[src/rtl/alu_wb_stage.sv]
// ALU write-back stage: 2-entry skid FIFO between execute and the register file,
// plus the architectural status register and a saturating overflow counter.
module alu_wb_stage (
   input  logic        clk,
   input  logic        reset_n,
   input  logic        in_valid,
   output logic        in_ready,
   input  logic [63:0] in_result,
   input  logic [31:0] in_overf,
   input  logic [3:0]  in_flags,
   input  logic [4:0]  in_dest,
   input  logic        in_wen,
   output logic        wb_valid,
   input  logic        wb_ready,
   output logic [63:0] wb_data,
   output logic [4:0]  wb_addr,
   input  logic        flag_clr,
   output logic [7:0]  status,
   output logic [15:0] ovf_count
);

   // Flag bit positions inside the 4-bit ALU flag vector.
   localparam int unsigned FLAG_ZERO = 0;
   localparam int unsigned FLAG_CMP  = 1;
   localparam int unsigned FLAG_PAR  = 2;
   localparam int unsigned FLAG_OVF  = 3;
   localparam int unsigned DEPTH     = 2;

   typedef struct packed {
      logic [63:0] result;
      logic [31:0] overf;
      logic [3:0]  flags;
      logic [4:0]  dest;
      logic        wen;
   } entry_t;

   typedef enum logic [1:0] {
      OCC_EMPTY = 2'd0,
      OCC_ONE   = 2'd1,
      OCC_FULL  = 2'd2
   } occ_e;

   occ_e        occ_q;
   logic        in_ready_q;
   logic        wr_ptr_q;
   logic        rd_ptr_q;
   entry_t      in_entry;
   entry_t      slot_vec [DEPTH];
   entry_t      head;
   logic        has_head;
   logic        push;
   logic        pop;
   logic        head_ovf;
   logic [3:0]  stat_lo_q;
   logic [3:0]  stat_lo_d;
   logic        sticky_q;
   logic [15:0] ovf_cnt_q;
   logic [15:0] ovf_cnt_inc;

   assign in_entry = '{
      result: in_result,
      overf:  in_overf,
      flags:  in_flags,
      dest:   in_dest,
      wen:    in_wen
   };

   always_comb begin
      head     = slot_vec[rd_ptr_q];
      has_head = (occ_q != OCC_EMPTY);
      push     = in_valid & in_ready_q;
      // Flags-only entries retire without waiting on the register file.
      pop      = has_head & (~head.wen | wb_ready);
      head_ovf = head.flags[FLAG_OVF] | (|head.overf);
   end

   // Occupancy FSM; in_ready is registered so it never depends on wb_ready.
   always_ff @(posedge clk or negedge reset_n) begin
      if (!reset_n) begin
         occ_q      <= OCC_EMPTY;
         in_ready_q <= 1'b1;
         wr_ptr_q   <= 1'b0;
         rd_ptr_q   <= 1'b0;
      end else begin
         if (push) wr_ptr_q <= ~wr_ptr_q;
         if (pop)  rd_ptr_q <= ~rd_ptr_q;
         case (occ_q)
            OCC_EMPTY: begin
               if (push) occ_q <= OCC_ONE;
            end
            OCC_ONE: begin
               if (push && !pop) begin
                  occ_q      <= OCC_FULL;
                  in_ready_q <= 1'b0;
               end else if (pop && !push) begin
                  occ_q <= OCC_EMPTY;
               end
            end
            OCC_FULL: begin
               if (pop) begin
                  occ_q      <= OCC_ONE;
                  in_ready_q <= 1'b1;
               end
            end
            default: begin
               occ_q      <= OCC_EMPTY;
               in_ready_q <= 1'b1;
            end
         endcase
      end
   end

   generate
      for (genvar gi = 0; gi < DEPTH; gi++) begin : g_slot
         entry_t slot_q;

         always_ff @(posedge clk or negedge reset_n) begin
            if (!reset_n) begin
               slot_q <= '0;
            end else if (push && (wr_ptr_q == 1'(gi))) begin
               slot_q <= in_entry;
            end
         end

         assign slot_vec[gi] = slot_q;
      end
   endgenerate

   assign stat_lo_d   = {~head.flags[FLAG_PAR], head.flags[FLAG_PAR],
                         head.flags[FLAG_CMP], head.flags[FLAG_ZERO]};
   assign ovf_cnt_inc = (&ovf_cnt_q) ? ovf_cnt_q : ovf_cnt_q + 16'd1;

   // A retiring overflow beats a simultaneous clear, leaving a count of one.
   always_ff @(posedge clk or negedge reset_n) begin
      if (!reset_n) begin
         stat_lo_q <= 4'b1000;
         sticky_q  <= 1'b0;
         ovf_cnt_q <= '0;
      end else begin
         if (pop) stat_lo_q <= stat_lo_d;
         if (pop && head_ovf) begin
            sticky_q  <= 1'b1;
            ovf_cnt_q <= flag_clr ? 16'd1 : ovf_cnt_inc;
         end else if (flag_clr) begin
            sticky_q  <= 1'b0;
            ovf_cnt_q <= '0;
         end
      end
   end

   assign in_ready  = in_ready_q;
   assign wb_valid  = has_head & head.wen;
   assign wb_data   = has_head ? head.result : '0;
   assign wb_addr   = has_head ? head.dest : '0;
   assign status    = {3'b000, sticky_q, stat_lo_q};
   assign ovf_count = ovf_cnt_q;

endmodule

[config.mk]
export PLATFORM = sky130hd
export DESIGN_NAME = alu_wb_stage
export DESIGN_NICKNAME = d
export VERILOG_FILES = /design/src/rtl/alu_wb_stage.sv
export SDC_FILE = /design/constraint.sdc
export NUM_CORES = 1
export LEC_CHECK = 0
export BUFFER_PORTS_ARGS = -buffer_cell sky130_fd_sc_hd__buf_2
export CAP_MARGIN = 20
export CORE_ASPECT_RATIO = 1.25
export CORE_MARGIN = 4
export CORE_UTILIZATION = 50
export CTS_BUF_LIST = sky130_fd_sc_hd__clkbuf_4 sky130_fd_sc_hd__clkbuf_8 sky130_fd_sc_hd__clkbuf_16
export CTS_CLUSTER_SIZE = 8
export DETAILED_ROUTE_END_ITERATION = 8
export PLACE_DENSITY = 0.79
export RECOVER_POWER = 50
export SETUP_SLACK_MARGIN = 0.02
export SYNTH_ARGS = -nofsm -noshare
export SYNTH_HDL_FRONTEND = slang
export SYNTH_SLANG_ARGS = --single-unit
[constraint.sdc]
create_clock -name clk -period 2.1 [get_ports clk]
set_input_delay 0.42 -clock clk [delete_from_list [all_inputs] [get_ports clk]]
set_output_delay 0.42 -clock clk [all_outputs]
set_load 0.02 [all_outputs]
After elaboration in Yosys (flattened, before gate mapping)
Cells that the tools add are included.
- register bits: 238
- word-level logic and storage cells: 71
- output and inout port bits: 95
- mux-type cells: 19
- equal/unequal tests: 7
- reduce and logical (&&, ||, !) cells: 15
- bitwise operators: 11
- magnitude comparators: 1
- add/subtract/negate cells: 1
- operators with widths (operator ; count):
    2-to-1 mux 106 bit ; 3
    2-to-1 mux 16 bit ; 4
    2-to-1 mux 64 bit ; 1
    OR reduction 32 bit ; 1
    adder 16 x 1 -> 16 bit, second input constant ; 1
    AND reduction 16 bit ; 1
    2-to-1 mux 2 bit ; 4
    != test 2 bit, second input constant ; 4
    one-hot mux 2 bit (3 select lines) ; 1
    AND reduction 3 bit ; 2
    logical AND 1 bit ; 5
    2-to-1 mux 5 bit ; 1
    inverter 1 bit ; 5
    2-to-1 mux 1 bit ; 4
    nonzero test 2 bit ; 2
    bitwise AND 1 bit ; 3
    != test 3 bit, second input constant ; 1
    one-hot mux 1 bit (3 select lines) ; 1
    == test 2 x 1 -> 1 bit, second input constant ; 1
    == test 2 bit, second input constant ; 1
    greater-or-equal comparator 2 bit, second input constant ; 1
    logical NOT 1 bit ; 2
    logical NOT 2 bit ; 1
    inverter 1 -> 2 bit ; 1
    2 further kinds ; 3

Logic depth before layout (Yosys ltp)
Gate-level depths: netlist (run 1).
- depth in word-level cells: 11
- mapped depth: 10

Worst setup path after synthesis (run 1)
OpenSTA, ideal clock, no wires.
- path kind: flip-flop to flip-flop
- start: reg ovf_cnt_q[1], in the netlist ovf_count[1]
- end: reg ovf_cnt_q[10], in the netlist ovf_count[10]
- stages on the path, launching flop included: 8
- slack: -205 ps
- arrival: 2177 ps
- clock period less this slack: 2305 ps
- required time: 1972 ps
- library setup time: 128 ps
- cells stage by stage: dfrtp_1 -> ha_1 -> nand3_1 -> or4_4 -> nor3_2 -> buf_2 -> nor4_1 -> mux2_1
- cells in the longest elaborated chain, start to end: 4
- elaborated cells on any way between the ends: 7
- those cells by class: 1 x add/sub; 1 x eq/ne; 3 x mux; 2 x reduce/logical
- ends and longest elaborated chain (what ; line ; RTL):
    from (decl) ; 57 ; logic [15:0] ovf_cnt_q;
    from (signal assigned) ; 143 ; ovf_cnt_q <= flag_clr ? 16'd1 : ovf_cnt_inc;
    adder 16 x 1 -> 16 bit ; 131 ; assign ovf_cnt_inc = (&ovf_cnt_q) ? ovf_cnt_q : ovf_cnt_q + 16'd1;
    2-to-1 mux 16 bit ; 131 ;
    2-to-1 mux 16 bit ; 143 ;
    2-to-1 mux 16 bit ; 141 ; if (pop && head_ovf) begin
Parallel ways exist; a longest one is shown, timed or not. The select of a mux whose other input is x is not followed.
A chain may end at the register's enable or synchronous reset.

Final worst setup path (run 1)
- start: reg rd_ptr_q
- end: out wb_data[18]
- cells in the longest elaborated chain, start to end: 5
- ends and longest elaborated chain (what ; line ; RTL):
    from (decl) ; 46 ; logic rd_ptr_q;
    from (signal assigned) ; 86 ; if (pop) rd_ptr_q <= ~rd_ptr_q;
    inverter 1 -> 2 bit (not written as such) ; 69 ; head = slot_vec[rd_ptr_q];
    2-to-1 mux 106 bit (not written as such) (3 in a row) ; 69 ;
    2-to-1 mux 64 bit ; 153 ; assign wb_data = has_head ? head.result : '0;
    to (decl) ; 15 ; output logic [63:0] wb_data,
No other way between the ends. The select of a mux whose other input is x is not followed.

==> metrics.yaml, run 1 <==
status: "finished, violations left"
violations: "max-capacitance violations, max-slew violations, negative setup slack"
dieArea_um2: 23300
fin_crit_sh: 1.07
die_x_um: 137
ys_warn_count: 0
via_per_inst: 5.54
fmax_ghz: 0.446
cp_data_arrival_time_ns: 1.82
place_inst: 1238
area_growth_pct: 32.0
wl_per_cell_um: 19.7
stdcell_count: 1313
r2r_start: "rd_ptr_q"
nets: 1138
end_kind: "output pin"
tritoncts: "built"
grt_pass1_wl_um: 39800
grt_start_max_net_pins: 64
synthArstFlopShare: 1.00
synth_edf_count: 0
routed_wl_um: 25800
grt_overflow_total: 0
first_pass_iters: 4
crit_start: "rd_ptr_q"
drt_iter0_drc: 278
peakVddDrop_v: 0.000684
coreArea_um2: 20400
ys.flop_type: "dfrtp_1"
max-cap-violations: 1
finalInstanceArea_um2: 13800
cts_sinks: 238
io_pins: 206
ant_nets: 0
holdCritPathClass: "in -> reg"
worst_slack_ns: -0.144
vias: 7280
crit_end: "wb_data[18]"
tightest_slew_ns: 1.50
synth_cell_type_count: 46
yosysSeqAreaShare: 0.569
slew_headroom: -0.00187
timing.rr.end: "ovf_count[13]"
power_w: 0.0101
syn_area_um2: 10500
power_leakage_nw: 6.89
numCtsBuffers: 35
ys_ff_latch: 238
worstSetupStartpointType: "flip-flop"
r2r_slack_ns: -0.08
worst-path-max-fanout: 11
r2r_cells: 8
clk_root_buffer_cell: "clkbuf_16"
dpl.hpwl_um: 15800
clk_pin_slew_worst_paths_ns: 0.05
clk_path_buf_depth: 3
power_density_nw_per_um2: 728
finalHoldViolations: 0
drc: 0
required_ns: 1.68
grt_pass1_vias: 7676
setup_viol: 75
numPortBuffers: 202
timing.final.crit_period_ns: 2.24
final_max_slew_viol_count: 60
syn_area_per_cell_um2: 13.4
place_area_um2: 12000
row_count: 58
start_util: 0.513
syn-instance-count: 783
h-tree-depth: 2
fin_util: 0.677
rsz0062_at_grt: "true"
drive_above_1_share: 0.552
grt_antenna_before_repair: 5
finClkSkew_ns: 0.00895
clk_latency_ns: 0.49
track_usage: 0.215
place.gp.congestion: 0.814
chipHeight_um: 170
critical_path_class: "reg -> out"
[final cells by class]
class                      instances  area [µm²]
inverter                           4        18.8
sequential                       238        5960
fill                            1415        6580
tap                              270         338
timing repair buffer             255        1980
antenna                            5        12.5
clock buffer                      50        1030
multi-input combinational        491        4470
[sequential cells by signal, summed over array words and instances (netlist names)]
register       cells
g_slot.slot_q    212
in_ready           1
occ_q              2
ovf_count         16
rd_ptr_q           1
stat_lo_q          4
sticky_q           1
wr_ptr_q           1
[cell usage in the layout, fill, tap and decap left out, types with 5 or more instances in the layout]
cell         n
nor2_2      15
clkbuf_4    12
dfrtp_1    233
clkbuf_16   39
nor2b_1      6
buf_16       8
mux2_2     217
nor2_1      65
nand3_1      6
buf_4       70
diode_2      5
buf_6       22
mux2i_1     66
nand2_1     15
nand4_1      7
a21oi_1      8
buf_12      10
nor4_1      14
mux2i_2      7
buf_2      139
o21ai_0      6
[kinds of logic after synthesis]
group	Yosys count	synth area share
multiplexers	293	0.307
flip-flops	238	0.569
AND/OR/NAND/NOR	162	0.0765
buffers and inverters	56	0.0245
AO/OA/AOI/OAI	28	0.0178
XOR/XNOR	3	0.00251
adder cells (fa/ha/maj)	2	0.00239
other	1	0.000358
[metal layers]
layer	wire length (µm)	track usage	up-vias
li1	-	-	3300
met4	785	0.0760	2
met2	13600	0.374	208
met1	10100	0.263	3713
met3	1400	0.0480	57
met5	13	0	-
[critical path: stages, from the launching register on]
cell and delay, ns:
dfrtp_4 0.49, buf_8 0.16, buf_16 0.16, mux2i_1 0.13, nor2_1 0.20, buf_4 0.19
[through the flow]
stage                     hold WS (ns)  setup WS, ns  setup TNS, ns
after floorplan                  0.124       -0.0489        -0.0489
after global placement           0.406       -0.0470        -0.0654
after detailed placement         0.406       -0.0707         -0.272
after CTS                        0.161        -0.103          -4.80
after global routing             0.168        -0.239         -14.06
final                            0.180        -0.144          -3.45
[how the worst min path moves through the flow]
stage	end	cells past startpoint	slack (ns)	from
2_1_floorplan	g_slot[0].slot_q[0]	0	0.12	reset_n
3_3_place_gp	g_slot[0].slot_q[17]	1	0.41	reset_n
3_5_place_dp	g_slot[0].slot_q[17]	1	0.41	reset_n
4_1_cts	g_slot[1].slot_q[50]	2	0.16	in_result[8]
5_1_grt	g_slot[1].slot_q[59]	2	0.17	in_result[17]
6_report	g_slot[1].slot_q[5]	2	0.18	in_dest[4]
[power by group]
group                     switching [W]  total, W  internal (W)
sequential     0.0000000000000000000300   0.00460       0.00460
clock                           0.00186   0.00520       0.00335
combinational                  0.000160  0.000256     0.0000956
[synth_stat cells, drive strengths merged, types with 3 or more instances]
cell    instances  share of area
nand2          16         0.0057
or2             3         0.0018
a21oi           9         0.0043
o31ai           4         0.0029
mux2          218           0.23
nor4           20          0.012
nor3            3         0.0019
inv             4         0.0014
clkbuf         21         0.0075
nand4           8         0.0062
nand3           6         0.0029
mux2i          75          0.072
nor2b           6         0.0036
or4             6         0.0047
nor2           83          0.030
dfrtp         236           0.56
buf            31          0.016
o21ai           6         0.0029
[timing repair]
item | in CTS | in global routing
pin swaps | 8 | 8
gates cloned | 6 | 3
resized for setup | 74 | 74
endpoints found under the setup margin | 80 | 87
buffers inserted | 10 | 2
endpoints found under the hold margin | 56 | 0
hold buffers | 1 | 0
Power figures use the tool's default switching activity.
==> inputs of run 2 (changes only) <==
--- a/config.mk
+++ b/config.mk
@@ -8,14 +8,14 @@
 export BUFFER_PORTS_ARGS = -buffer_cell sky130_fd_sc_hd__buf_2
 export CAP_MARGIN = 20
 export CORE_ASPECT_RATIO = 1.25
-export CORE_MARGIN = 4
 export CORE_UTILIZATION = 50
 export CTS_BUF_LIST = sky130_fd_sc_hd__clkbuf_4 sky130_fd_sc_hd__clkbuf_8 sky130_fd_sc_hd__clkbuf_16
 export CTS_CLUSTER_SIZE = 8
 export DETAILED_ROUTE_END_ITERATION = 8
 export PLACE_DENSITY = 0.79
 export RECOVER_POWER = 50
-export SETUP_SLACK_MARGIN = 0.02
+export SETUP_SLACK_MARGIN = 0.4
+export SKIP_LAST_GASP = 1
 export SYNTH_ARGS = -nofsm -noshare
 export SYNTH_HDL_FRONTEND = slang
 export SYNTH_SLANG_ARGS = --single-unit
==> run 2 against run 1 <==
Against the previous run:
- worst setup slack worse by 0.0095 ns
- core utilization increased by 5.1 points
- cell area grew 7.1%
- clock skew is 0.0024 ns higher
- maximum frequency is 0.42% lower
- largest power group unchanged
- non-clock buffer count is 20 higher
- sequential power about the same
- global-route usage is 1.6 points higher
- the run ends with negative setup slack left
==> metrics.yaml, run 2 (synthesized netlist as in run 1, its figures left out) <==
numCtsBuffers: 35
register_area_um2: 5970
grt_pass1_wl_um: 39200
tns_ns: -6.26
chipHeight_um: 164
vias: 7354
violations: "negative setup slack"
setup_viol: 84
dpl.hpwl_um: 14900
finClkSkew_ns: 0.0113
rsz0062_at_grt: "true"
power_w: 0.0101
clk_pin_slew_worst_paths_ns: 0.05
die_x_um: 131
worstSetupStartpointType: "flip-flop"
dieArea_um2: 21500
io_pins: 206
largest_reg_flops: 212
power_leakage_nw: 7.17
place.gp.congestion: 0.804
multi_input_area_um2: 4980
fin_util: 0.728
start_util: 0.515
numPortBuffers: 202
timing.final.crit_period_ns: 2.25
grt_pass1_vias: 7469
clk_root_buffer_cell: "clkbuf_16"
cp_data_arrival_time_ns: 2.62
track_usage: 0.232
clk_path_buf_depth: 3
grt_antenna_before_repair: 1
final_max_slew_viol_count: 0
grt_start_max_net_pins: 63
drt_iter0_drc: 285
grt_overflow_total: 0
max-cap-violations: 0
drc: 0
critical_path_class: "reg -> reg"
slew_headroom: 0.0770
first_pass_iters: 4
final_cell_mix: "dfrtp_1, mux2_2, buf_2"
hold_ws_ns: 0.174
fmax_ghz: 0.444
peakVddDrop_v: 0.000620
finalHoldViolations: 0
row_count: 58
clk_latency_ns: 0.49
holdCritPathClass: "in -> reg"
largest-register: "g_slot.slot_q"
required_ns: 2.47
final_common_cell: "dfrtp_1"
worst-path-max-fanout: 6
h-tree-depth: 2
wl_per_cell_um: 20.7
coreArea_um2: 20300
worst_slack_ns: -0.154
drive_above_1_share: 0.655
status: "finished, violations left"
fin_crit_sh: 1.07
end_kind: "flip-flop"
cts_sinks: 238
ant_nets: 0
routed_wl_um: 27500
power_density_nw_per_um2: 682
tightest_slew_ns: 1.38
tritoncts: "built"
nFillCells: 1270
area_growth_pct: 41.4
nets: 1158
via_per_inst: 5.53
[run 2: cell types whose count changed in the layout (fill, tap and decap cells not counted), sizes merged]
| cell | change |
|---|---|
| clkbuf | +8 |
| buf | +12 |
| clkinvlp | -1 |
| diode | -4 |
| clkinv | +1 |
[run 2: timing repair]
action,CTS,global route
pin swaps,6,13
resized for setup,69,153
setup endpoints to repair,92,182
gates cloned,9,12
setup buffers,14,7
hold buffers,1,0
hold endpoints to repair,55,0
[run 2: layout make-up]
class / instances / area share
Multi-Input combinational cell: 491 / 0.336
Tap cell: 270 / 0.0228
Antenna cell: 1 / 0.000169
Inverter: 4 / 0.00186
Timing Repair Buffer: 275 / 0.166
Clock buffer: 50 / 0.0696
Sequential cell: 238 / 0.403
[run 2: through the flow]
stage	cells	cell area [µm²]	setup WS [ns]
global placement	1235	12200	0.00234
floorplan	785	10800	0.0841
CTS	1309	13900	-0.101
finish	1329	14800	-0.154
detailed placement	1235	12200	-0.0507
global route	1329	14800	-0.212
[run 2: metal layers]
layer  vias up  routed length [µm]  GRT usage
li1       3332                   -          -
met1      3723               11000      0.285
met2       226               14400      0.408
met3        73                1140     0.0389
met4         0                 987     0.0893
met5         -                   0          0
[run 2: where the power goes]
| part | internal [W] | total (W) | switching (W) |
|---|---|---|---|
| combinational | 0.0000917 | 0.000255 | 0.000163 |
| sequential | 0.00460 | 0.00460 | 0.0000000000000000000337 |
| clock | 0.00335 | 0.00524 | 0.00189 |
[run 2: worst paths after layout]
check	endpoint	from	cells after the start	slack (ns)
max reg2reg	ovf_count[10]	rd_ptr_q	7	-0.15
max in group asynchronous	stat_lo_q[3]	reset_n	3	0.20
max	ovf_count[10]	rd_ptr_q	7	-0.15
min reg2reg	stat_lo_q[3]	stat_lo_q[3]	2	0.46
min	g_slot[1].slot_q[3]	in_dest[2]	2	0.17
min in group asynchronous	ovf_count[8]	reset_n	2	0.80
[run 2: critical path: stages, from the launching register on]
cell and delay [ns]:
dfrtp_4 0.48, buf_12 0.17, or4b_4 0.49, nor4_4 0.20, o22a_4 0.28, buf_12 0.16
nor4_2 0.05, mux2_1 0.31
